[config.mk]
export PLATFORM = sky130hd
export DESIGN_NAME = muldiv_unit
export DESIGN_NICKNAME = d
export VERILOG_FILES = /design/src/rtl/muldiv_unit_pkg.sv /design/src/rtl/muldiv_unit_div_step.sv /design/src/rtl/muldiv_unit.sv
export SDC_FILE = /design/constraint.sdc
export NUM_CORES = 1
export LEC_CHECK = 0
export CAP_MARGIN = 20
export CORE_MARGIN = 5
export CORE_UTILIZATION = 35
export DETAILED_ROUTE_END_ITERATION = 6
export MAX_ROUTING_LAYER = met4
export PLACE_DENSITY_LB_ADDON = 0.05
export SYNTH_ARGS = -nofsm -noshare
export SYNTH_HDL_FRONTEND = slang
export SYNTH_SLANG_ARGS = --single-unit
[constraint.sdc]
create_clock -name w_clk -period 5.9 [get_ports w_clk]
set_clock_uncertainty 0.1 [all_clocks]
set_input_delay 0.59 -clock w_clk [delete_from_list [all_inputs] [get_ports w_clk]]
set_output_delay 0.59 -clock w_clk [all_outputs]
set_load 0.05 [all_outputs]
[src/rtl/muldiv_unit_pkg.sv]
// muldiv_unit_pkg: SPECIAL funct codes shared by decoder, ALU and the muldiv unit,
// plus the decode of a funct into the operation classes the muldiv unit handles.
package muldiv_unit_pkg;
  localparam logic [5:0] FN_MTHI  = 6'h11;
  localparam logic [5:0] FN_MTLO  = 6'h13;
  localparam logic [5:0] FN_MULT  = 6'h18;
  localparam logic [5:0] FN_MULTU = 6'h19;
  localparam logic [5:0] FN_DIV   = 6'h1A;
  localparam logic [5:0] FN_DIVU  = 6'h1B;
  typedef struct packed {
    logic valid;
    logic mul;
    logic div;
    logic sgn;
    logic mthi;
    logic mtlo;
  } op_t;
  function automatic op_t decode_op(input logic [5:0] fn);
    op_t o;
    o.mul   = fn == FN_MULT || fn == FN_MULTU;
    o.div   = fn == FN_DIV || fn == FN_DIVU;
    o.sgn   = fn == FN_MULT || fn == FN_DIV;
    o.mthi  = fn == FN_MTHI;
    o.mtlo  = fn == FN_MTLO;
    o.valid = o.mul | o.div | o.mthi | o.mtlo;
    return o;
  endfunction
endpackage

[src/rtl/muldiv_unit_div_step.sv]
// muldiv_div_step: one restoring-divide step; shifts the next dividend bit into the
// partial remainder and subtracts the divisor when it fits.
module muldiv_div_step #(
  parameter int WIDTH = 32
) (
  input  logic [WIDTH-1:0] rem_i,
  input  logic [WIDTH-1:0] divisor_i,
  input  logic             bit_i,
  output logic [WIDTH-1:0] rem_o,
  output logic             q_o
);
  logic [WIDTH:0] trial;
  always_comb begin
    trial = {rem_i, bit_i};
    q_o   = trial >= {1'b0, divisor_i};
    rem_o = q_o ? WIDTH'(trial - {1'b0, divisor_i}) : trial[WIDTH-1:0];
  end
endmodule

[src/rtl/muldiv_unit.sv]
// muldiv_unit: iterative multiply/divide owning HI/LO; one result bit per cycle on
// operand magnitudes, signs applied when the final iteration writes HI/LO.
module muldiv_unit
  import muldiv_unit_pkg::*;
#(
  parameter int WIDTH = 32
) (
  input  logic             w_clk,
  input  logic             w_reset_n,
  input  logic             w_start,
  input  logic [5:0]       w_op_code_6,
  input  logic [WIDTH-1:0] w_rs_x,
  input  logic [WIDTH-1:0] w_rt_x,
  output logic             w_busy,
  output logic             w_done,
  output logic [WIDTH-1:0] w_hi_x,
  output logic [WIDTH-1:0] w_lo_x
);
  localparam logic [1:0] IDLE = 2'd0;
  localparam logic [1:0] MUL  = 2'd1;
  localparam logic [1:0] DIV  = 2'd2;
  localparam int CW = $clog2(WIDTH) + 1;

  logic [1:0]         state_q, state_d;
  logic [CW-1:0]      cnt_q, cnt_d;
  logic [WIDTH-1:0]   hi_q, hi_d, lo_q, lo_d;
  logic [WIDTH-1:0]   r_q, r_d, x_q, x_d, m_q, m_d;
  logic               neg_q, neg_d, rneg_q, rneg_d, done_q, done_d;
  op_t                op;
  logic               accept, last, rs_neg, rt_neg, q_bit;
  logic [WIDTH-1:0]   rs_mag, rt_mag, rem_next, q_next;
  logic [WIDTH:0]     sum;
  logic [2*WIDTH-1:0] prod;

  assign op     = decode_op(w_op_code_6);
  assign accept = w_start && state_q == IDLE && op.valid;
  assign rs_neg = op.sgn & w_rs_x[WIDTH-1];
  assign rt_neg = op.sgn & w_rt_x[WIDTH-1];
  assign rs_mag = rs_neg ? -w_rs_x : w_rs_x;
  assign rt_mag = rt_neg ? -w_rt_x : w_rt_x;

  // r holds product high word / partial remainder, x the multiplier / dividend-quotient
  assign sum    = {1'b0, r_q} + (x_q[0] ? {1'b0, m_q} : '0);
  assign prod   = {sum, x_q[WIDTH-1:1]};
  assign q_next = {x_q[WIDTH-2:0], q_bit};

  muldiv_div_step #(.WIDTH(WIDTH)) u_step (
    .rem_i     (r_q),
    .divisor_i (m_q),
    .bit_i     (x_q[WIDTH-1]),
    .rem_o     (rem_next),
    .q_o       (q_bit)
  );

  always_ff @(posedge w_clk or negedge w_reset_n)
    if (!w_reset_n) state_q <= IDLE;
    else state_q <= state_d;

  always_comb begin
    state_d = state_q;
    if (accept) state_d = op.mul ? MUL : op.div ? DIV : IDLE;
    else if (last) state_d = IDLE;
  end

  always_comb begin
    w_busy = state_q != IDLE;
    last   = w_busy && cnt_q == CW'(1);
    w_done = done_q;
    w_hi_x = hi_q;
    w_lo_x = lo_q;
  end

  always_comb begin
    cnt_d  = cnt_q;
    r_d    = r_q;
    x_d    = x_q;
    m_d    = m_q;
    neg_d  = neg_q;
    rneg_d = rneg_q;
    hi_d   = hi_q;
    lo_d   = lo_q;
    done_d = 1'b0;
    if (accept) begin
      hi_d   = op.mthi ? w_rs_x : hi_q;
      lo_d   = op.mtlo ? w_rs_x : lo_q;
      done_d = op.mthi | op.mtlo;
      cnt_d  = (op.mul | op.div) ? CW'(WIDTH) : cnt_q;
      r_d    = '0;
      x_d    = op.mul ? rt_mag : rs_mag;
      m_d    = op.mul ? rs_mag : rt_mag;
      // a zero divisor keeps the all-ones quotient unsigned and HI equal to rs
      neg_d  = (rs_neg ^ rt_neg) & ~(op.div & ~|w_rt_x);
      rneg_d = rs_neg;
    end else if (w_busy) begin
      cnt_d = cnt_q - CW'(1);
      r_d   = state_q == MUL ? sum[WIDTH:1] : rem_next;
      x_d   = state_q == MUL ? prod[WIDTH-1:0] : q_next;
      if (last) begin
        hi_d   = state_q == MUL ? (neg_q ? -prod : prod) >> WIDTH : {WIDTH{1'b0}} | (rneg_q ? -rem_next : rem_next);
        lo_d   = state_q == MUL ? WIDTH'(neg_q ? -prod : prod) : (neg_q ? -q_next : q_next);
        done_d = 1'b1;
      end
    end
  end

  always_ff @(posedge w_clk or negedge w_reset_n)
    if (!w_reset_n) begin
      cnt_q  <= '0;
      r_q    <= '0;
      x_q    <= '0;
      m_q    <= '0;
      neg_q  <= 1'b0;
      rneg_q <= 1'b0;
      hi_q   <= '0;
      lo_q   <= '0;
      done_q <= 1'b0;
    end else begin
      cnt_q  <= cnt_d;
      r_q    <= r_d;
      x_q    <= x_d;
      m_q    <= m_d;
      neg_q  <= neg_d;
      rneg_q <= rneg_d;
      hi_q   <= hi_d;
      lo_q   <= lo_d;
      done_q <= done_d;
    end
endmodule

# ---- Yosys cells after proc, flatten, opt, wreduce, memory -nomap -nowiden
# Index checks and enable logic that the tools add are counted.
dict set report word_totals {
  ff_bits 171
  latch_bits 0
  ram_bits 0
  mem_bits_ro 0
  in_bits 73
  output_inout_bits 66
  elab_cells 90
  memories 0
}
dict set report op_classes {
  add_sub_neg 8
  multipliers 0
  n_div 0
  magnitude_cmp 1
  n_eq_ne 11
  n_shift 0
  mux 35
  bitwise_logic 10
  n_reduce_logical 15
}
# op n
set op_table {}
lappend op_table {{32-bit 2-to-1 mux} 24}
lappend op_table {{32-bit negator} 4}
lappend op_table {{64-bit 2-to-1 mux} 1}
lappend op_table {{64-bit negator} 1}
lappend op_table {{6-bit by 5-bit equality test with 1-bit output, second input constant} 6}
lappend op_table {{32-bit by 32-bit adder with 33-bit output} 1}
lappend op_table {{33-bit by 32-bit >= comparator with 1-bit output} 1}
lappend op_table {{32-bit OR reduction} 1}
lappend op_table {{32-bit subtractor} 1}
lappend op_table {{6-bit 2-to-1 mux} 3}
lappend op_table {{2-bit 2-to-1 mux} 4}
lappend op_table {{6-bit by 1-bit equality test with 1-bit output, second input constant} 1}
lappend op_table {{3-bit AND reduction} 2}
lappend op_table {{2-bit nonzero test} 3}
lappend op_table {{6-bit by 1-bit subtractor with 6-bit output, second input constant} 1}
lappend op_table {{1-bit bitwise AND} 4}
lappend op_table {{2-bit inequality test, second input constant} 2}
lappend op_table {{1-bit OR} 4}
lappend op_table {{1-bit logical AND} 3}
lappend op_table {{1-bit logical OR} 3}
lappend op_table {{1-bit 2-to-1 mux} 3}
lappend op_table {{2-bit by 1-bit equality test with 1-bit output, second input constant} 1}
lappend op_table {{2-bit zero test} 1}
lappend op_table {{2-bit by 1-bit inequality test with 1-bit output, second input constant} 1}
lappend op_table {{other kinds (4)} 4}

# ---- Longest topological paths before layout
# Gate-level depths: netlist of the first run.
dict set report depth {
  depth_word 8
  mapped_depth 25
  mapped_depth_nobuf 21
}

# ---- Hierarchy
# Synthesis of the first run repeated with hierarchy kept, for this count alone.
dict set report hier_totals {
  hier_cells 2248
  area_unflattened_um2 17339.1
}
# module n_inst cells_each area_per_inst_um2 seq_area_each_um2
set modules_own_cells {}
lappend modules_own_cells {muldiv_unit 1 1925 15008.1 4279.1}
lappend modules_own_cells {muldiv_div_step 1 323 2331.0 0.0}

# ---- Least setup slack after synthesis of the first run
# OpenSTA, ideal clock, no wires.
dict set report synth_path {
  kind {reg2reg}
  startpoint {reg r_q[0]}
  endpoint {reg hi_q[18], in the netlist w_hi_x[18]}
  setup_time_ps 110
  arrival_time_ps 4755
  t_required_ps 5690
  slack_ps 935
  stages_incl_launch_ff 21
  path_buffers 1
  synth_period_minus_slack_ps 4965
  path_cell_list {dfrtp_1 -> ha_1 -> nor2b_1 -> o2111ai_1 -> a211oi_2 -> o31ai_4 -> a31o_4 -> nand2_4 -> inv_2 -> buf_2 -> mux2_2 -> inv_1 -> ha_1 -> nand3b_1 -> or4b_2 -> nor3_1 -> a41oi_1 -> o41ai_1 -> xor2_1 -> nor3_1 -> o41ai_1}
}
dict set report synth_between {
  elab_chain_cells 8
  word_cells_on_any_way 12
  cone_classes {add/sub: 4; order compare: 1; mux: 7}
}
# item line
set synth_rtl {}
lappend synth_rtl {{start, declared} muldiv_unit.sv:27} ;# logic [WIDTH-1:0] r_q, r_d, x_q, x_d, m_q, m_d;
lappend synth_rtl {{start signal, assigned} muldiv_unit.sv:119} ;# r_q <= r_d;
lappend synth_rtl {{32-bit subtractor / 33-bit by 32-bit >= comparator with 1-bit output (equally long branches)} {muldiv_unit_div_step.sv:16, muldiv_unit_div_step.sv:15}}
lappend synth_rtl {{32-bit 2-to-1 mux} muldiv_unit_div_step.sv:16} ;# rem_o = q_o ? WIDTH'(trial - {1'b0, divisor_i}) : trial[WIDTH-1:0];
lappend synth_rtl {{32-bit negator} muldiv_unit.sv:99} ;# hi_d = state_q == MUL ? (neg_q ? -prod : prod) >> WIDTH : {WIDTH{1'b0}} | (rneg_q ? -rem_next : rem_next);
lappend synth_rtl {{32-bit 2-to-1 mux} muldiv_unit.sv:99}
lappend synth_rtl {{32-bit 2-to-1 mux (*)} muldiv_unit.sv:99}
lappend synth_rtl {{32-bit 2-to-1 mux (*)} muldiv_unit.sv:98} ;# if (last) begin
lappend synth_rtl {{32-bit 2-to-1 mux (*)} muldiv_unit.sv:94} ;# end else if (w_busy) begin
lappend synth_rtl {{32-bit 2-to-1 mux (*)} muldiv_unit.sv:83} ;# if (accept) begin
lappend synth_rtl {{end signal, assigned} muldiv_unit.sv:124} ;# hi_q <= hi_d;
lappend synth_rtl {{end, declared} muldiv_unit.sv:26} ;# logic [WIDTH-1:0] hi_q, hi_d, lo_q, lo_d;
# Every way passes the cells marked *; elsewhere a longest branch is shown, timed or not. The select of a mux whose other input is x is not followed.
# A chain may end at the register's enable or synchronous reset.

# ---- Final worst setup path of the first run
dict set report layout_path {
  startpoint {reg r_q[14]}
  endpoint {reg hi_q[18], in the netlist w_hi_x[18]}
}
# Same word-level chain as after synthesis.

==> metrics list, run 1 <==
* Path type of the worst min-delay path: input port to asynchronous set/reset pin
* Cell-internal power: 5.948 mW
- Dominant delay contributor by cell family on the critical path: simple AND/OR/NAND/NOR gates
* Worst setup slack before clock tree synthesis: 534.6 ps
- Crit path cell chain: ha_1, and4_1, nand4_1, a211oi_2, o31ai_4, a31o_4, nand2_4, inv_2, mux2_2, inv_1, ha_1, nand3b_1, or4b_2, nor3_1, a41oi_1, o41ai_1, xor2_1, nor3_1, o41ai_1
* Number of flops mapped to enable cells by yosys: 0
* Final Critical Period: 5480 ps
- Buffers inserted during clock tree synthesis total 17.
* Setup repair after global routing missed its margin: false
* Clock slew at reported path FFs: 80 ps
- Number of core rows: 82
- Later-pin clock latency in the skew report: 510 ps
- Once layout is complete, the utilization of the core stands at 41.95%.
* Post-synthesis register bit count: 171
- Fraction of power consumed by the clock network: 8.3%
- At the pin with the least slew margin, the transition time is 1134 ps.
- Max-cap violations in this run came to 0.
- Global routing used 33.39% of the available tracks.
* Endpoint kind of the worst setup timing path: flop
- After synthesis, flip-flops and latches occupy 24.04% of the total area.
- Total count of hold-check failures in the final report: 0
- Yosys mapped the design onto 99 distinct sky130hd cell types.
- Total of fill cells in the finished design: 5287
- CTS HTree Levels: 4
* Post-CTS Repair Setup Buffers: 0
- In this run the worst path has a maximum fanout of 8.
- After detailed routing, the total wire length is 93330 um.
- The worst register-to-register path has a depth of 19.
- Cell Pwr Density: 672.8 nW/um2
- Once the floorplan was initialized, standard cells occupied 35.40% of the core.
- Number of remaining DRC errors: 0
- Fraction of layout instances using a drive strength above 1: 9.714%
- The number of nets in the synthesized netlist is 2554.
- TritonCTS built the clock tree.
- Of the available clock period, the critical path in the final layout requires 92.87%.
* Deepest clock path buffer count: 2
* Asr flop ratio synth: 100.0%
- Count of buffers inserted at the top-level ports: 138
* Detailed Routing Iterations Pass 1: 7
- Headroom to the max-slew limit came out at 24.13%.
* Synth Area in Adders: 5.216%
* Final HPWL DP: 75220 um
* PnR worst setup slack: 420.5 ps
- The number of max-slew violations in the final report came to 0.
* Core area: 50270 um2
- Outcome: finished, final reports clean
- Counting every sink on the clock net gives 171.
- Adding up every negative setup slack in the final design gives 0 ps.
- Area enclosed by the die boundary: 55460 um2
- The synthesized netlist devotes 23.83% of its cell area to simple gates.
- The cell count after synthesis came out at 2408.
* Wire length of the first global-routing pass: 133600 um
- Counting buffers and inverters, the worst setup path is 19 cells deep.
- Counting both buffers and inverters, the worst setup path holds a total of 2.
- After detailed routing, the average wire length per cell comes to 28.94 um.
- Number of top-level pins: 139
- F_max: 0.1825 GHz
- After Yosys synthesis, XOR and XNOR cells account for 10.09% of the synthesized area.
- The portion of synthesized area spent on multiplexers is 2.756%.
* Congestion Overflow GR: 0
* Worst reg2reg path startpoint: r_q[14]
* Pin count of the biggest net entering global routing: 91
* Via count of the first global-routing pass: 18780
- Leakage component of the power: 8.540 nW
- Number of inserted diodes: 0
* Post-Synthesis Cell Area: 17800 um2
* Final weighted congestion of routability-driven global placement: 1.002
- On the worst path, the slowest cell contributes a delay of 650 ps.
* Compound-cell area share of the yosys netlist: 28.47%
- Flip-flop cell with the highest count after synthesis: dfrtp_1
- Count of yosys warnings during synthesis: 0
- For the worst setup path, the data arrival time is 5770 ps.
* Quantity of hold-fixing buffers added after cts: 0
- Post-CTS resize count: 0
- The count of nets left with antenna violations once routing finished came out at 0.
* Switching part of the total power: 58.09%
* Relative area change from synthesis to final layout: 18.50%
- The slowest stage of the critical path belongs to the cell or4b_2.
- The initial antenna violation count was 5.
- The most critical setup path has its startpoint at r_q[14].
- The worst setup path is launched from a flop.
- In this run, the number of DRC markers left after iteration 0 of detailed routing was 2274.
* Maximum vdd drop: 0.2933 mV
- Combinational logic is responsible for 75.9% of the overall power.
- The worst setup path is of the flop to flop kind.
* Mean instance size in the synthesized netlist: 7.391 um2
- Dividing the detail-routed via count by the number of cells gives 6.200.
- Largest family of logic cells by synthesized area: compound AO/OA/AOI/OAI gates
* NetSw: 8.243 mW
- Sequential group share of total power: 15.7%
- Via count: 19990
- Die Ht: 235.5 um
- The root buffer cell chosen for the clock tree is clkbuf_16.
- Width of the chip: 235.5 um
- After the last flow step, the layout net total stands at 2686.
- STA puts the critical path data required time at 6190 ps.
* Final-report setup violation count: 0
==> power groups by stage <==
stage / registers [mW] / clock network [mW] / logic [mW]
4_1_cts: 2.21 / 1.21 / 10.6
2_1_floorplan: 2.64 / 0 / 5.93
3_5_place_dp: 2.23 / 0 / 10.5
5_1_grt: 2.28 / 1.24 / 11.4
3_3_place_gp: 2.20 / 0 / 10.6
6_report: 2.23 / 1.18 / 10.8
==> per-stage QoR <==
stage	hold slack, ps	total power [mW]	cell area [um2]	cells
floorplan	194.4	8.573	17800	2408
global placement	364.8	12.78	20510	3193
detailed placement	371.5	12.74	20510	3193
CTS	100.0	13.97	21090	3225
global route	136.9	14.92	21090	3225
finish	78.46	14.19	21090	3225
==> cells in the mapped netlist (all sizes together), types with 7 or more instances <==
library cell  number  share of area, %
nand3b             8              0.38
clkbuf           116               2.4
or4               23               1.0
dfrtp            171                24
nand2b            11              0.39
ha                71               5.0
and2              20              0.70
o211ai            31               1.3
o21a              10              0.42
a221oi            22               1.1
a21oi            222               6.5
xnor2            107               5.3
a211oi            47               2.1
o31ai             41               1.9
buf               46               1.3
and4               9              0.44
mux2i             40               2.2
o221ai            31               1.5
o22ai             20              0.70
a31oi             33               1.2
and3              23              0.81
nand4             24              0.84
xor2              98               4.8
a311oi             7              0.34
or2               12              0.42
mux2               8              0.51
o21ai            167               4.7
nor4              34               1.5
or3               28              0.98
nor2             284               6.0
a21o              17              0.72
nand2            297               6.3
nand3             37               1.1
a22oi             26               1.1
a222oi            13              0.73
a221o              8              0.45
o41ai             11              0.75
nor3              68               1.9
inv               90               1.9
==> cell type report <==
| cell class | instances | area (um2) | area share [%] |
|---|---|---|---|
| well taps | 672 | 840.8 | 3.986 |
| clock buffers | 17 | 425.4 | 2.017 |
| multi-input cells | 1985 | 12600 | 59.75 |
| repair buffers | 275 | 2451 | 11.62 |
| clock inverters | 15 | 153.9 | 0.7297 |
| inverters | 90 | 337.8 | 1.602 |
| flip-flops and latches | 171 | 4280 | 20.29 |
==> flip-flops by register name, indices dropped and copies added, names as in the netlist <==
name     cells
neg_q        1
w_hi_x      32
m_q         32
x_q         32
rneg_q       1
r_q         32
cnt_q        6
w_done       1
state_q      2
w_lo_x      32
==> per-layer routing <==
| metal | vias up | wire length, um | track usage, % | part of all wire (%) |
|---|---|---|---|---|
| met5 | - | 0 | - | 0 |
| met4 | 0 | 3068 | 10.54 | 3.3 |
| met3 | 106 | 8280 | 7.580 | 8.9 |
| met2 | 948 | 39830 | 47.82 | 43 |
| met1 | 9899 | 42150 | 46.82 | 45 |
| li1 | 9041 | - | - | - |
==> logic make-up (layout without fill, tap and decap cells) <==
family                     after synthesis  count (layout)
AOI/OAI and AO/OA                      759             759
and+or+nand+nor                        900             900
xor gates and xnor gates               205             205
adders and majority gates               73              73
buffers and inverters                  252             397
DFF                                    171             171
muxes                                   48              48
==> path summary, 6_finish.rpt <==
| check | slack [ps] | endpoint |
|---|---|---|
| max | 420 | w_hi_x[18] |
| min | 80 | r_q[29] |
| max reg2reg | 420 | w_hi_x[18] |
| min reg2reg | 380 | w_hi_x[1] |
| max in group asynchronous | 4340 | x_q[26] |
| min in group w_clk | 380 | w_hi_x[1] |
==> placed cells by master, fill, tap and decap left out, types with 20 or more instances in the layout <==
cell type / count
a211oi_1: 43
o211ai_1: 30
nand2_1: 292
a21oi_1: 212
a31oi_1: 31
and2_1: 20
a22oi_1: 25
inv_1: 89
nor4_1: 27
o21ai_0: 147
or3_1: 28
clkdlybuf4s50_1: 137
o22ai_1: 20
nand4_1: 24
dfrtp_1: 170
o31ai_1: 37
ha_1: 71
nand3_1: 36
o221ai_1: 31
a221oi_1: 22
xnor2_1: 107
buf_4: 134
xor2_1: 98
nor2_1: 283
mux2i_1: 40
or4_1: 21
nor3_1: 66
and3_1: 23
Note: power is estimated with default switching activity, not from simulation.
==> run 2: changes to the inputs <==
--- a/config.mk
+++ b/config.mk
@@ -6,9 +6,11 @@
 export NUM_CORES = 1
 export LEC_CHECK = 0
 export CAP_MARGIN = 20
+export CORE_ASPECT_RATIO = 1.75
 export CORE_MARGIN = 5
 export CORE_UTILIZATION = 35
 export DETAILED_ROUTE_END_ITERATION = 6
+export GPL_TIMING_DRIVEN = 0
 export MAX_ROUTING_LAYER = met4
 export PLACE_DENSITY_LB_ADDON = 0.05
 export SYNTH_ARGS = -nofsm -noshare
==> run 2 against run 1 <==
Against the previous run: the run now ends with DRC left; critical endpoint unchanged; count of clock-buffer cells in the layout unchanged; maximum frequency down 5.2%; sequential power about the same; sequential share of layout area up 0.27 points; non-clock buffer count up 30; register-to-register slack worse by 300 ps; first-iteration DRC count down 21%.
==> metrics list, run 2 (synthesized netlist as in run 1, its figures left out) <==
* Number of top-level pins: 139 (unchanged)
* Deepest clock path buffer count: 2 (unchanged)
- The hold violation count in the final report came to 0 (unchanged).
- The final design instance area without fill came to 20850 um2 (was 21090 um2).
* Final weighted congestion of routability-driven global placement: 1.085 (was 1.002)
- Number of core rows: 109 (was 82)
- Total of fill cells in the finished design: 5400 (was 5287)
- The initial antenna violation count is 1 (was 5).
- The capturing element type of the critical path is a flop (unchanged).
- Number of vias per cell: 6.454 (was 6.200)
- The relative area change from synthesis to final layout was 17.15% (was 18.50%).
- The critical path's top delay family is compound AO/OA/AOI/OAI gates (was simple AND/OR/NAND/NOR gates).
- Maximum fanout along the worst path: 10 (was 8)
* Final Critical Period: 5780 ps (was 5480 ps)
* Post-detailed-placement cell area: 20060 um2 (was 20510 um2)
- Path type of the worst min-delay path: input port to asynchronous set/reset pin (unchanged)
- The count of input and output buffers is 137 (was 138).
* DRT Wirelength: 108000 um (was 93330 um)
- The endpoint required time on the critical path is 6160 ps (was 6190 ps).
- Cell count after placement: 3215 (was 3193)
* Startpoint-to-endpoint class of the critical path: flop to flop (unchanged)
* Worst reg2reg path startpoint: x_q[31] (was r_q[14])
* Congestion Overflow GR: 0 (unchanged)
- Area enclosed by the die boundary: 55640 um2 (was 55460 um2)
- The residual antenna-violating net count after detailed routing came to 0 (unchanged).
- The HPWL after detailed placement was 88980 um (was 75220 um).
- Rel. slew slack: 24.79% (was 24.13%)
* Failing checks: DRC
* Cell Pwr Density: 676.3 nW/um2 (was 672.8 nW/um2)
- The maximum number of pins on one net before global-route repair was 103 (was 91).
- The number of levels in the clock H-tree is 4 (unchanged).
- The initial cell density of the core came to 35.27% (was 35.40%).
- Outcome: finished, violations left (was finished, final reports clean)
- TritonCTS Buffers: 17 (unchanged)
* Clock sink total: 171 (unchanged)
- Post-detailed-route wirelength per cell: 33.24 um (was 28.94 um)
* Most common library cell in the layout ignoring fill and taps: nand2_1 (unchanged)
- Die Ht: 308.3 um (was 235.5 um)
* Delay of the slowest critical-path stage: 560 ps (was 650 ps)
- Setup repair after global routing missed its margin: false (unchanged)
- Core area: 50460 um2 (was 50270 um2)
- The cell that appears most often on the critical path is inv_1.
- Non-filler cells, final: 3250 (was 3225)
* Clock root buffer: clkbuf_16 (unchanged)
* Sum of buffers and inverters on the critical path: 4 (was 2)
- The beginning of the critical path is x_q[31] (was r_q[14]).
* Overall fraction of global-route tracks in use: 38.50% (was 33.39%)
- The number of violations of the max-capacitance limit was 0 (unchanged).
* Violation count after the first detailed-routing iteration: 1786 (was 2274)
* Number of pins with negative max-slew slack in the final report: 0 (unchanged)
* Fraction of the core area covered by cells at the end of the flow: 41.32% (was 41.95%)
- Hold Worst Slack: 62.08 ps (was 78.46 ps)
* Setup Total Neg Slack: 0 ps (unchanged)
- The total power of the final layout was 14.10 mW (was 14.19 mW).
- The number of global-route vias before repair was 21240 (was 18780).
- Highest-count cells in the layout ignoring fill and taps: 294 x nand2_1, 284 x nor2_1, 210 x a21oi_1, 165 x dfrtp_1, 147 x o21ai_0 (was 292 x nand2_1, 283 x nor2_1, 212 x a21oi_1, 170 x dfrtp_1, 147 x o21ai_0)
- Later-pin clock latency in the skew report: 470 ps (was 510 ps)
* Wire length of the first global-routing pass: 150800 um (was 133600 um)
- Worst setup slack before clock tree synthesis: -1380 ps (was 534.6 ps)
- Final-report setup violation count: 0 (unchanged)
* Width of the chip: 180.5 um (was 235.5 um)
* Fraction of layout instances using a drive strength above 1: 6.659% (was 9.714%)
- The data arrival time at the worst-slack endpoint came to 6040 ps (was 5770 ps).
- The final worst-path setup slack came to 119.5 ps (was 420.5 ps).
* Via count: 20970 (was 19990)
- Crit path cell chain: inv_1, ha_1, nor2b_1, o2111ai_2, a211oi_2, o31ai_4, a31o_4, nand2_4, inv_6, buf_6, mux2_2, inv_1, ha_2, nand3b_1, or4b_4, nor3_4, a41oi_2, o41ai_4, xor2_1, nor3_1, o41ai_1 (was ha_1, and4_1, nand4_1, a211oi_2, o31ai_4, a31o_4, nand2_4, inv_2, mux2_2, inv_1, ha_1, nand3b_1, or4b_2, nor3_1, a41oi_1, o41ai_1, xor2_1, nor3_1, o41ai_1).
- The DRC violation count after routing is 9 (was 0).
* Leakage component of the power: 8.172 nW (was 8.540 nW)
- The maximum ir drop on the vdd rail is 0.3968 mV (was 0.2933 mV).
- CTS tree: done (unchanged)
- Final #Nets: 2716 (was 2686)
- The clock transition time at the flip-flop clock pins of the worst setup and hold paths is 80 ps (about the same).
* Slowest-stage cell, CP: or4b_4 (was or4b_2)
* Quantity of hold-fixing buffers added after cts: 0 (unchanged)
* Startpoint Class: flop (unchanged)
- The upper clock frequency limit was 0.1730 GHz (was 0.1825 GHz).
* Actual slew at the worst max-slew pin: 1128 ps (was 1134 ps)
- Detailed Routing Iterations Pass 1: 7 (unchanged)
- Part of the cycle the worst path needs: 97.97% (was 92.87%)
-- run 2: changes by cell type in the layout (fill, tap and decap cells not counted), moves of 3 or more --
| cell | before | now |
|---|---|---|
| buf_1 | 0 | 17 |
| buf_12 | 3 | 0 |
| buf_2 | 0 | 24 |
| buf_4 | 134 | 9 |
| buf_6 | 0 | 3 |
| clkbuf_1 | 0 | 111 |
| clkinv_8 | 3 | 0 |
| clkinvlp_4 | 0 | 4 |
| dfrtp_1 | 170 | 165 |
| dfrtp_2 | 1 | 6 |
| ha_1 | 71 | 64 |
| ha_2 | 0 | 7 |
| inv_8 | 3 | 0 |
-- run 2: worst paths after layout --
kind                                   end  slack, ps  cells past startpoint
worst max register to register  w_hi_x[18]        120                     21
max in group asynchronous           x_q[4]       4700                      2
worst min-delay path            w_lo_x[16]         60                      1
worst min register to register   w_hi_x[6]        390                      2
worst max-delay path            w_hi_x[18]        120                     21
min in group w_clk               w_hi_x[6]        390                      2
-- run 2: power breakdown --
part           total, mW  switching (mW)  internal (mW)
Combinational       10.7            7.41           3.31
Sequential          2.21           0.560           1.65
Clock               1.17           0.579          0.588
-- run 2: timing repair --
item	CTS	global route
pin swaps	5	3
setup buffers	3	2
endpoints found under the setup margin	24	12
gates resized for setup	26	21
-- run 2: layout make-up --
type	instances	area, um2	area share, %
Multi-Input combinational cell	1985	12690	60.85
Sequential cell	171	4287	20.56
Timing Repair Buffer	149	1481	7.105
Tap cell	666	833.3	3.997
Buffer	156	649.4	3.114
Clock buffer	17	425.4	2.040
Inverter	90	346.6	1.662
Clock inverter	15	137.6	0.6601
Antenna cell	1	2.502	0.01200
-- run 2: metal layers --
| layer | GRT usage, % | routed length (um) | vias up |
|---|---|---|---|
| met1 | 35.20 | 34260 | 10110 |
| met3 | 5.133 | 5837 | 522 |
| li1 | - | - | 9118 |
| met4 | 36.54 | 13470 | 0 |
| met5 | - | 0 | - |
| met2 | 68.19 | 54470 | 1222 |
==> run 3: changes to the inputs <==
--- a/config.mk
+++ b/config.mk
@@ -9,8 +9,8 @@
 export CORE_ASPECT_RATIO = 1.75
 export CORE_MARGIN = 5
 export CORE_UTILIZATION = 35
+export CTS_BUF_LIST = sky130_fd_sc_hd__clkbuf_16
 export DETAILED_ROUTE_END_ITERATION = 6
-export GPL_TIMING_DRIVEN = 0
 export MAX_ROUTING_LAYER = met4
 export PLACE_DENSITY_LB_ADDON = 0.05
 export SYNTH_ARGS = -nofsm -noshare
==> run 3 against run 2 <==
Against the previous run: largest power group unchanged; worst setup slack better by 320 ps; die area stayed put; core utilization is 0.42 points lower; maximum frequency is 5.8% higher; count of clock-buffer cells in the layout stayed put; design area is 1.0% lower; critical endpoint unchanged; via count is 6.4% lower; the flow finishes with violations (hold timing); wire length is 15% lower; global-route usage is 5.5 points lower; final cell count is 2.6% lower; first-iteration DRC count is 2.5% higher.
==> metrics list, run 3 (synthesized netlist as in run 1, its figures left out) <==
* Setup repair after global routing missed its margin: false (unchanged)
- Cell count after placement: 3134 (was 3215)
- Depth of the most critical reg-to-reg path: 19 (was 21)
- The total via count after detailed routing came to 19630 (was 20970).
- Leakage component of the power: 8.261 nW (was 8.172 nW)
- The data arrival time at the worst-slack endpoint was 5720 ps (was 6040 ps).
- Post-detailed-route wirelength per cell: 28.98 um (was 33.24 um)
- Overall fraction of global-route tracks in use: 32.99% (was 38.50%)
- Maximum vdd drop: 0.3858 mV (was 0.3968 mV)
- The fraction of the core area covered by cells at the end of the flow is 40.90% (was 41.32%).
* Hold Worst Slack: -4.118 ps (was 62.08 ps)
- Clock sink total: 171 (unchanged)
- The clock tree from TritonCTS was done (unchanged).
- The die height came to 308.3 um (unchanged).
- Post-detailed-placement cell area: 20110 um2 (was 20060 um2)
- The first-pass GRT wire length was 133500 um (was 150800 um).
* Clock slew at reported path FFs: 80 ps (about the same)
- The largest fanout on the critical path was 7 (was 10).
* TritonCTS Buffers: 17 (unchanged)
* Number of remaining DRC errors: 0 (was 9)
- Final-report setup violation count: 0 (unchanged)
* Quantity of hold-fixing buffers added after cts: 0 (unchanged)
- The net count of the finished layout was 2633 (was 2716).
* Fraction of layout instances using a drive strength above 1: 7.603% (was 6.659%)
- Violation count after the first detailed-routing iteration: 1831 (was 1786)
* Worst setup endpoint: w_hi_x[18] (unchanged)
- Number of inserted diodes: 0 (was 1)
- Cell Pwr Density: 656.6 nW/um2 (was 676.3 nW/um2)
- The top-level port count came to 139 (unchanged).
- The initial cell density of the core is 35.27% (unchanged).
- The number of rows created at floorplan came to 109 (unchanged).
- The placeable core region came to 50460 um2 (unchanged).
* Later-pin clock latency in the skew report: 480 ps (was 470 ps)
* Most common library cell in the layout ignoring fill and taps: nand2_1 (unchanged)
- The critical path class was flop to flop (unchanged).
- PnR worst setup slack: 437.9 ps (was 119.5 ps)
- The measured slew at the worst slew-check pin was 1075 ps (was 1128 ps).
- Highest-count cells in the layout ignoring fill and taps: 292 x nand2_1, 283 x nor2_1, 212 x a21oi_1, 170 x dfrtp_1, 147 x o21ai_0 (was 294 x nand2_1, 284 x nor2_1, 210 x a21oi_1, 165 x dfrtp_1, 147 x o21ai_0)
- Startpoint Class: flop (unchanged)
- Final weighted congestion of routability-driven global placement: 0.9730 (was 1.085)
- The total global routing overflow was 0 (unchanged).
- CTS HTree Levels: 4 (unchanged)
- The hold violation count in the final report was 5 (was 0).
- Detailed Routing Iterations Pass 1: 6 (was 7)
- The shortest clock period the worst path allows after layout is 5462 ps (was 5780 ps).
- Setup Total Neg Slack: 0 ps (unchanged)
- The worst relative slew slack was 27.54% (was 24.79%).
- The number of max-slew violations in the final report came to 0 (unchanged).
* Reg2Reg Capture Point: w_hi_x[18] (unchanged)
* Worst reg2reg path startpoint: r_q[11] (was x_q[31])
- The endpoint required time on the critical path came to 6160 ps (about the same).
- The worst hold path class was input port to asynchronous set/reset pin (unchanged).
* Overall power after layout: 13.55 mW (was 14.10 mW)
- Area enclosed by the die boundary: 55640 um2 (unchanged)
- Maximum capacitance violations: 0 (unchanged)
- Outcome: finished, violations left (unchanged).
- Failing checks: hold timing (was DRC).
- Worst setup slack before clock tree synthesis: 551.3 ps (was -1380 ps)
- R2r setup slk: 440 ps (was 120 ps)
* Clock root buffer: clkbuf_16 (unchanged)
- The total routed wirelength was 91720 um (was 108000 um).
- The final design instance area without fill came to 20640 um2 (was 20850 um2).
* Number of nets with antenna violations after routing: 0 (unchanged)
* Final HPWL DP: 74020 um (was 88980 um)
- The beginning of the critical path is r_q[11] (was x_q[31]).
- The upper clock frequency limit came to 0.1831 GHz (was 0.1730 GHz).
- Via count of the first global-routing pass: 19440 (was 21240)
* Number of vias per cell: 6.203 (was 6.454)
- The relative area change from synthesis to final layout came to 15.96% (was 17.15%).
- The final clock period utilization by the worst path was 92.58% (was 97.97%).
* Endpoint kind of the worst setup timing path: flop (unchanged)
* Width of the chip: 180.5 um (unchanged)
- Non-filler cells, final: 3165 (was 3250)
- The buffer depth of the longest clock path was 2 (unchanged).
* Pin count of the biggest net entering global routing: 74 (was 103)
- Antenna violations before repair: 0 (was 1)
- Post-CTS resize count: 0 (was 26)
- Count of buffers inserted at the top-level ports: 138 (was 137)
- The total setup buffers inserted after CTS came to 0 (was 3).
==> run 3: cell types whose count changed in the layout (fill, tap and decap cells not counted), moves of 7 or more <==
| cell | before | now |
|---|---|---|
| clkbuf_1 | 111 | 0 |
| buf_4 | 9 | 81 |
| buf_2 | 24 | 0 |
| buf_1 | 17 | 0 |
| ha_1 | 64 | 71 |
| ha_2 | 7 | 0 |
==> run 3: per-layer routing <==
layer | vias to the layer above | global-route usage, % | share of wire (%)
met2 | 851 | 60.27 | 53
met3 | 257 | 3.150 | 4.7
li1 | 8958 | - | -
met1 | 9566 | 34.08 | 35
met4 | 0 | 20.06 | 7.6
met5 | - | - | 0
==> run 3: worst max-delay path, cell delays in order (launching register included) <==
cell      delay (ps)
dfrtp_1          470
ha_1             440
a21oi_2          210
o21ai_0          260
a21o_1           280
o31ai_4          390
a31o_4           240
nand2_4           70
inv_2             90
mux2_2           340
inv_1             80
ha_1             210
nand3b_1         120
or4b_2           660
nor3_1           220
a41oi_1          150
o41ai_1          480
xor2_1           190
nor3_1            60
o41ai_1          290
==> run 3: how the worst min path moves through the flow <==
stage               startpoint         end  slack (ps)
global placement     w_hi_x[5]   w_hi_x[5]         370
finish               w_reset_n  w_lo_x[16]          -4
CTS                  w_reset_n  w_lo_x[23]           8
detailed placement   w_hi_x[7]   w_hi_x[7]         370
floorplan            w_reset_n    cnt_q[0]         190
global route         w_reset_n  w_lo_x[16]          30
==> run 3: power breakdown <==
group / total (mW) / internal, mW / switching [mW]
clock: 1.14 / 0.572 / 0.565
sequential: 2.30 / 1.65 / 0.659
combinational: 10.1 / 3.44 / 6.67
==> run 3: final cells by class <==
| class | count | area [um2] |
|---|---|---|
| tap | 666 | 833.3 |
| clock inverter | 14 | 108.9 |
| sequential | 171 | 4280 |
| timing repair buffer | 222 | 2053 |
| multi-input combinational | 1985 | 12600 |
| fill | 5276 | 29820 |
| clock buffer | 17 | 425.4 |
| inverter | 90 | 337.8 |
==> edit 1, RTL diff (flow settings as in run 3) <==
`WIDTH` is set to 32 in 2 places; all go to 16.
--- a/src/rtl/muldiv_unit_div_step.sv
+++ b/src/rtl/muldiv_unit_div_step.sv
@@ -1,7 +1,7 @@
 // muldiv_div_step: one restoring-divide step; shifts the next dividend bit into the
 // partial remainder and subtracts the divisor when it fits.
 module muldiv_div_step #(
-  parameter int WIDTH = 32
+  parameter int WIDTH = 16
 ) (
   input  logic [WIDTH-1:0] rem_i,
   input  logic [WIDTH-1:0] divisor_i,
--- a/src/rtl/muldiv_unit.sv
+++ b/src/rtl/muldiv_unit.sv
@@ -3,7 +3,7 @@
 module muldiv_unit
   import muldiv_unit_pkg::*;
 #(
-  parameter int WIDTH = 32
+  parameter int WIDTH = 16
 ) (
   input  logic             w_clk,
   input  logic             w_reset_n,
Interface: changed (resized w_hi_x, w_lo_x, w_rs_x and w_rt_x); port bits go from 139 to 75. No check against the original RTL was run, so the function may have changed too.
==> edit 1 against run 3 <==
- core utilization decreased by 0.29 points
- synthesized cell count decreased by 54%
- worst setup slack improved by 0.87 ns
- synthesized area decreased by 52%
- total power decreased by 52%
- fmax increased by 19%
- sequential share of layout area increased by 2.0 points
- sequential power decreased by 47%
- routed wire length decreased by 59%
- highest routed layer unchanged
- critical endpoint is now w_hi_x[8]
- cell area decreased by 52%
- sequential cell count decreased by 81
==> edit 1: results (changes against run 3) <==
<table>
<tr><th>Metric</th><th>Value</th></tr>
<tr><th colspan="2">Synth</th></tr>
<tr><td>Cell types with the largest area share after synthesis</td><td>sky130_fd_sc_hd__dfrtp_1, sky130_fd_sc_hd__xnor2_1, sky130_fd_sc_hd__a21oi_1</td></tr>
<tr><td>Commonest cells in the synthesized netlist</td><td>sky130_fd_sc_hd__nand2_1, sky130_fd_sc_hd__nor2_1, sky130_fd_sc_hd__a21oi_1</td></tr>
<tr><td>Adder and majority gate portion of the synthesized area</td><td>6.12% (+0.91 points)</td></tr>
<tr><td>Fraction of synthesized cell area in xor and xnor cells</td><td>10.4% (+0.27 points)</td></tr>
<tr><td>Number of unique standard cell types used by synthesis</td><td>89 (-10%)</td></tr>
<tr><td>Total nets after synthesis</td><td>1198 (-53%)</td></tr>
<tr><th colspan="2">Power</th></tr>
<tr><td>Net switching fraction of the power</td><td>56.7% (-1.6 points)</td></tr>
<tr><td>Static leakage power</td><td>3.96 nW (-52%)</td></tr>
<tr><td>Combinational-cell power consumption</td><td>4.71 mW (-53%)</td></tr>
<tr><th colspan="2">Finish</th></tr>
<tr><td>Total of fill cells in the finished design</td><td>2566 (-51%)</td></tr>
<tr><th colspan="2">Clock tree</th></tr>
<tr><td>Worst-Skew Late Latency</td><td>0.38 ns (-0.10 ns)</td></tr>
<tr><td>Number of H-tree levels</td><td>3 (-1)</td></tr>
<tr><th colspan="2">STA</th></tr>
<tr><td>Slew at the pin closest to its max-slew limit</td><td>1.07 ns (-0.00971 ns)</td></tr>
<tr><td>Post-route worst hold slack</td><td>0.141 ns (+0.145 ns)</td></tr>
<tr><th colspan="2">Detailed routing</th></tr>
<tr><td>Number of vias per cell after detailed routing</td><td>6.00 (-3.2%)</td></tr>
<tr><th colspan="2">Setup path</th></tr>
<tr><td>Arrival time at the worst endpoint</td><td>4.71 ns (-1.01 ns)</td></tr>
<tr><td>Register-to-register setup slack</td><td>1.31 ns (+0.87 ns)</td></tr>
<tr><td>Highest fanout seen on the critical path</td><td>16 (+9)</td></tr>
<tr><td>Reg2Reg Depth</td><td>16 (-3)</td></tr>
<tr><td>Critical register-to-register path startpoint</td><td>r_q[4]</td></tr>
<tr><td>Delay of the slowest cell on the worst path</td><td>0.55 ns (-0.11 ns)</td></tr>
<tr><td>Worst reg2reg path endpoint</td><td>w_hi_x[8]</td></tr>
<tr><td>Slowest library cell on the worst path</td><td>sky130_fd_sc_hd__or4_1</td></tr>
<tr><th colspan="2">Run status</th></tr>
<tr><td>Outcome</td><td>complete, no violations</td></tr>
<tr><th colspan="2">Placed design</th></tr>
<tr><td>Total half-perimeter wirelength after legalization and detailed placement</td><td>29200 um (-61%)</td></tr>
</table>
## edit 1: cell types whose count changed after synthesis, sizes merged, moves of 32 or more
cell	before	now
buf	46	11
a21oi	222	99
nor2	284	113
o21ai	167	61
clkbuf	116	61
ha	71	39
nand2	297	117
inv	90	54
xor2	98	41
dfrtp	171	90
xnor2	107	61
nor3	68	20
## edit 1: layout make-up
class / count / area (um2) / share of cell area (%)
repair buffers: 94 / 901 / 9.08
inverters: 55 / 206 / 2.08
multi-input cells: 899 / 5880 / 59.3
flip-flops and latches: 90 / 2250 / 22.7
clock buffers: 9 / 225 / 2.27
clock inverters: 7 / 67.6 / 0.681
well taps: 312 / 390 / 3.93
## edit 1: layer usage
layer / up-vias / GRT usage, % / part of all wire (%)
li1: 4146 / - / -
met1: 4307 / 28.2 / 36
met3: 95 / 2.45 / 3.1
met4: 0 / 14.1 / 5.8
met2: 251 / 50.6 / 55
met5: - / - / 0
## edit 1: metrics by stage
step | util, % | total power [mW] | cells | worst slack [ns]
CTS | 40.6 | 6.54 | 1466 | 1.27
floorplan | - | 4.28 | 1116 | 2.02
detailed placement | 39.4 | 5.89 | 1450 | 1.27
global route | 40.6 | 6.94 | 1466 | 0.946
finish | 40.6 | 6.55 | 1466 | 1.31
global placement | 39.4 | 5.93 | 1450 | 1.39
## edit 1: worst max path at each step
| stage | from | end |
|---|---|---|
| finish | r_q[4] | w_hi_x[8] |
| global route | r_q[2] | w_hi_x[12] |
| CTS | r_q[4] | w_hi_x[8] |
| detailed placement | r_q[4] | w_hi_x[8] |
| global placement | r_q[4] | w_hi_x[8] |
| floorplan | r_q[4] | w_hi_x[8] |
==> edit 2, RTL diff (config.mk and constraints of run 3) <==
Without the edit above. `lo_q` no longer has a reset.
--- a/src/rtl/muldiv_unit.sv
+++ b/src/rtl/muldiv_unit.sv
@@ -112,7 +112,6 @@
       neg_q  <= 1'b0;
       rneg_q <= 1'b0;
       hi_q   <= '0;
-      lo_q   <= '0;
       done_q <= 1'b0;
     end else begin
       cnt_q  <= cnt_d;
@@ -122,8 +121,11 @@
       neg_q  <= neg_d;
       rneg_q <= rneg_d;
       hi_q   <= hi_d;
-      lo_q   <= lo_d;
       done_q <= done_d;
     end
+
+  always_ff @(posedge w_clk) begin
+    lo_q <= lo_d;
+  end
 endmodule
 
Check against the original RTL: not equivalent (Yosys sat finds a counterexample within 4 cycles, from zero or initial values and one cycle with w_reset_n low).
==> edit 2 against run 3 <==
- count of clock-buffer cells in the layout unchanged
- critical path depth unchanged
- cell area increased by 0.87%
- hold slack improved by 0.40 ns
- worst setup slack got worse by 0.012 ns
- sequential cell count did not move
- synthesized cell count fell by 1.9%
- via count grew 0.27%
- routed wire length increased by 4.6%
- fmax decreased by 0.23%
- synthesized area fell by 0.93%
Power is left out: it rests on default switching activity, and per cell area and clock period it moved more than threefold.
==> edit 2: results (changes against run 3) <==
<table>
<tr><th>Metric</th><th>Value</th></tr>
<tr><th colspan="2">Placed design</th></tr>
<tr><td>Placer Congestion</td><td>1.02 (+5.0%)</td></tr>
<tr><td>Area post-placement</td><td>20200 um2 (+0.26%)</td></tr>
<tr><td>Dpl cells</td><td>3112 (-0.70%)</td></tr>
<tr><td>Worst slack at placement</td><td>0.416 ns (-0.135 ns)</td></tr>
<tr><td>Total half-perimeter wirelength after legalization and detailed placement</td><td>77400 um (+4.5%)</td></tr>
<tr><th colspan="2">Detailed routing</th></tr>
<tr><td>Total detailed-routing wirelength</td><td>95900 um (+4.6%)</td></tr>
<tr><td>Number of vias per cell after detailed routing</td><td>6.26 (+0.88%)</td></tr>
<tr><td>Number of violations reported at the end of detailed-routing iteration 0</td><td>1782 (-2.7%)</td></tr>
<tr><td>Routed length per instance</td><td>30.5 um (+5.2%)</td></tr>
<tr><td>First drt pass iteration count</td><td>5 (-1)</td></tr>
<tr><th colspan="2">STA</th></tr>
<tr><td>Post-route worst hold slack</td><td>0.392 ns (+0.396 ns)</td></tr>
<tr><td>Maximum achievable frequency</td><td>183 MHz (-0.23%)</td></tr>
<tr><td>Normalized max-slew margin</td><td>23.9% (-3.6 points)</td></tr>
<tr><th colspan="2">Synth</th></tr>
<tr><td>Number of unique standard cell types used by synthesis</td><td>95 (-4.0%)</td></tr>
<tr><td>Part of the Yosys area used for sequential elements</td><td>25.2% (+1.1 points)</td></tr>
<tr><td>Cell types with the largest area share after synthesis</td><td>sky130_fd_sc_hd__dfrtp_1, sky130_fd_sc_hd__a21oi_1, sky130_fd_sc_hd__nand2_1</td></tr>
<tr><td>Synthesized instance count</td><td>2363 (-1.9%)</td></tr>
<tr><td>Share of flip-flops with an asynchronous set or reset after synthesis</td><td>81.3% (-19 points)</td></tr>
<tr><td>Commonest cells in the synthesized netlist</td><td>sky130_fd_sc_hd__nand2_1, sky130_fd_sc_hd__nor2_1, sky130_fd_sc_hd__a21oi_1</td></tr>
<tr><td>Number of flops mapped to enable cells by yosys</td><td>32 (+32)</td></tr>
<tr><th colspan="2">GRT</th></tr>
<tr><td>Tot GR Track Use</td><td>34.5% (+1.5 points)</td></tr>
<tr><td>Vias in the first global route</td><td>19548 (+0.56%)</td></tr>
<tr><td>Largest net degree at the start of global routing</td><td>59 (-20%)</td></tr>
<tr><td>Wire length of the first global-routing pass</td><td>136000 um (+1.8%)</td></tr>
<tr><th colspan="2">Setup path</th></tr>
<tr><td>Highest fanout seen on the critical path</td><td>9 (+2)</td></tr>
<tr><td>Arrival time at the worst endpoint</td><td>5.69 ns (-0.03 ns)</td></tr>
<tr><td>Critical Path Sink</td><td>w_hi_x[30]</td></tr>
<tr><td>Delay of the slowest cell on the worst path</td><td>0.63 ns (-0.03 ns)</td></tr>
<tr><th colspan="2">Finish</th></tr>
<tr><td>Total of fill cells in the finished design</td><td>5351 (+1.4%)</td></tr>
<tr><td>Share of post-route cells with drive strength above 1</td><td>8.23% (+0.62 points)</td></tr>
<tr><th colspan="2">Run status</th></tr>
<tr><td>Outcome</td><td>complete, no violations</td></tr>
</table>
==> edit 2: final cells by class <==
class / instances / area (um2) / share of cell area (%)
clock buffer: 17 / 425 / 2.04
clock inverter: 15 / 214 / 1.03
inverter: 89 / 334 / 1.60
multi-input combinational: 1939 / 12300 / 59.1
sequential: 171 / 4440 / 21.3
tap: 666 / 833 / 4.00
timing repair buffer: 249 / 2270 / 10.9
==> edit 2: logic make-up (layout without fill, tap and decap cells) <==
family / Yosys count / count (layout) / synth area share, %
fa+ha+maj: 73 / 73 / 5.27
simple gates: 855 / 855 / 22.7
mux: 49 / 49 / 2.84
xor+xnor: 207 / 207 / 10.3
buf+inv: 253 / 370 / 5.52
compound gates: 755 / 755 / 28.1
flops: 171 / 171 / 25.2
==> edit 2: layer usage <==
layer	share of wire, %	track usage (%)	up-vias
met2	51	60.5	912
li1	-	-	8840
met3	4.6	3.68	301
met5	0	-	-
met1	34	34.1	9632
met4	11	28.9	0
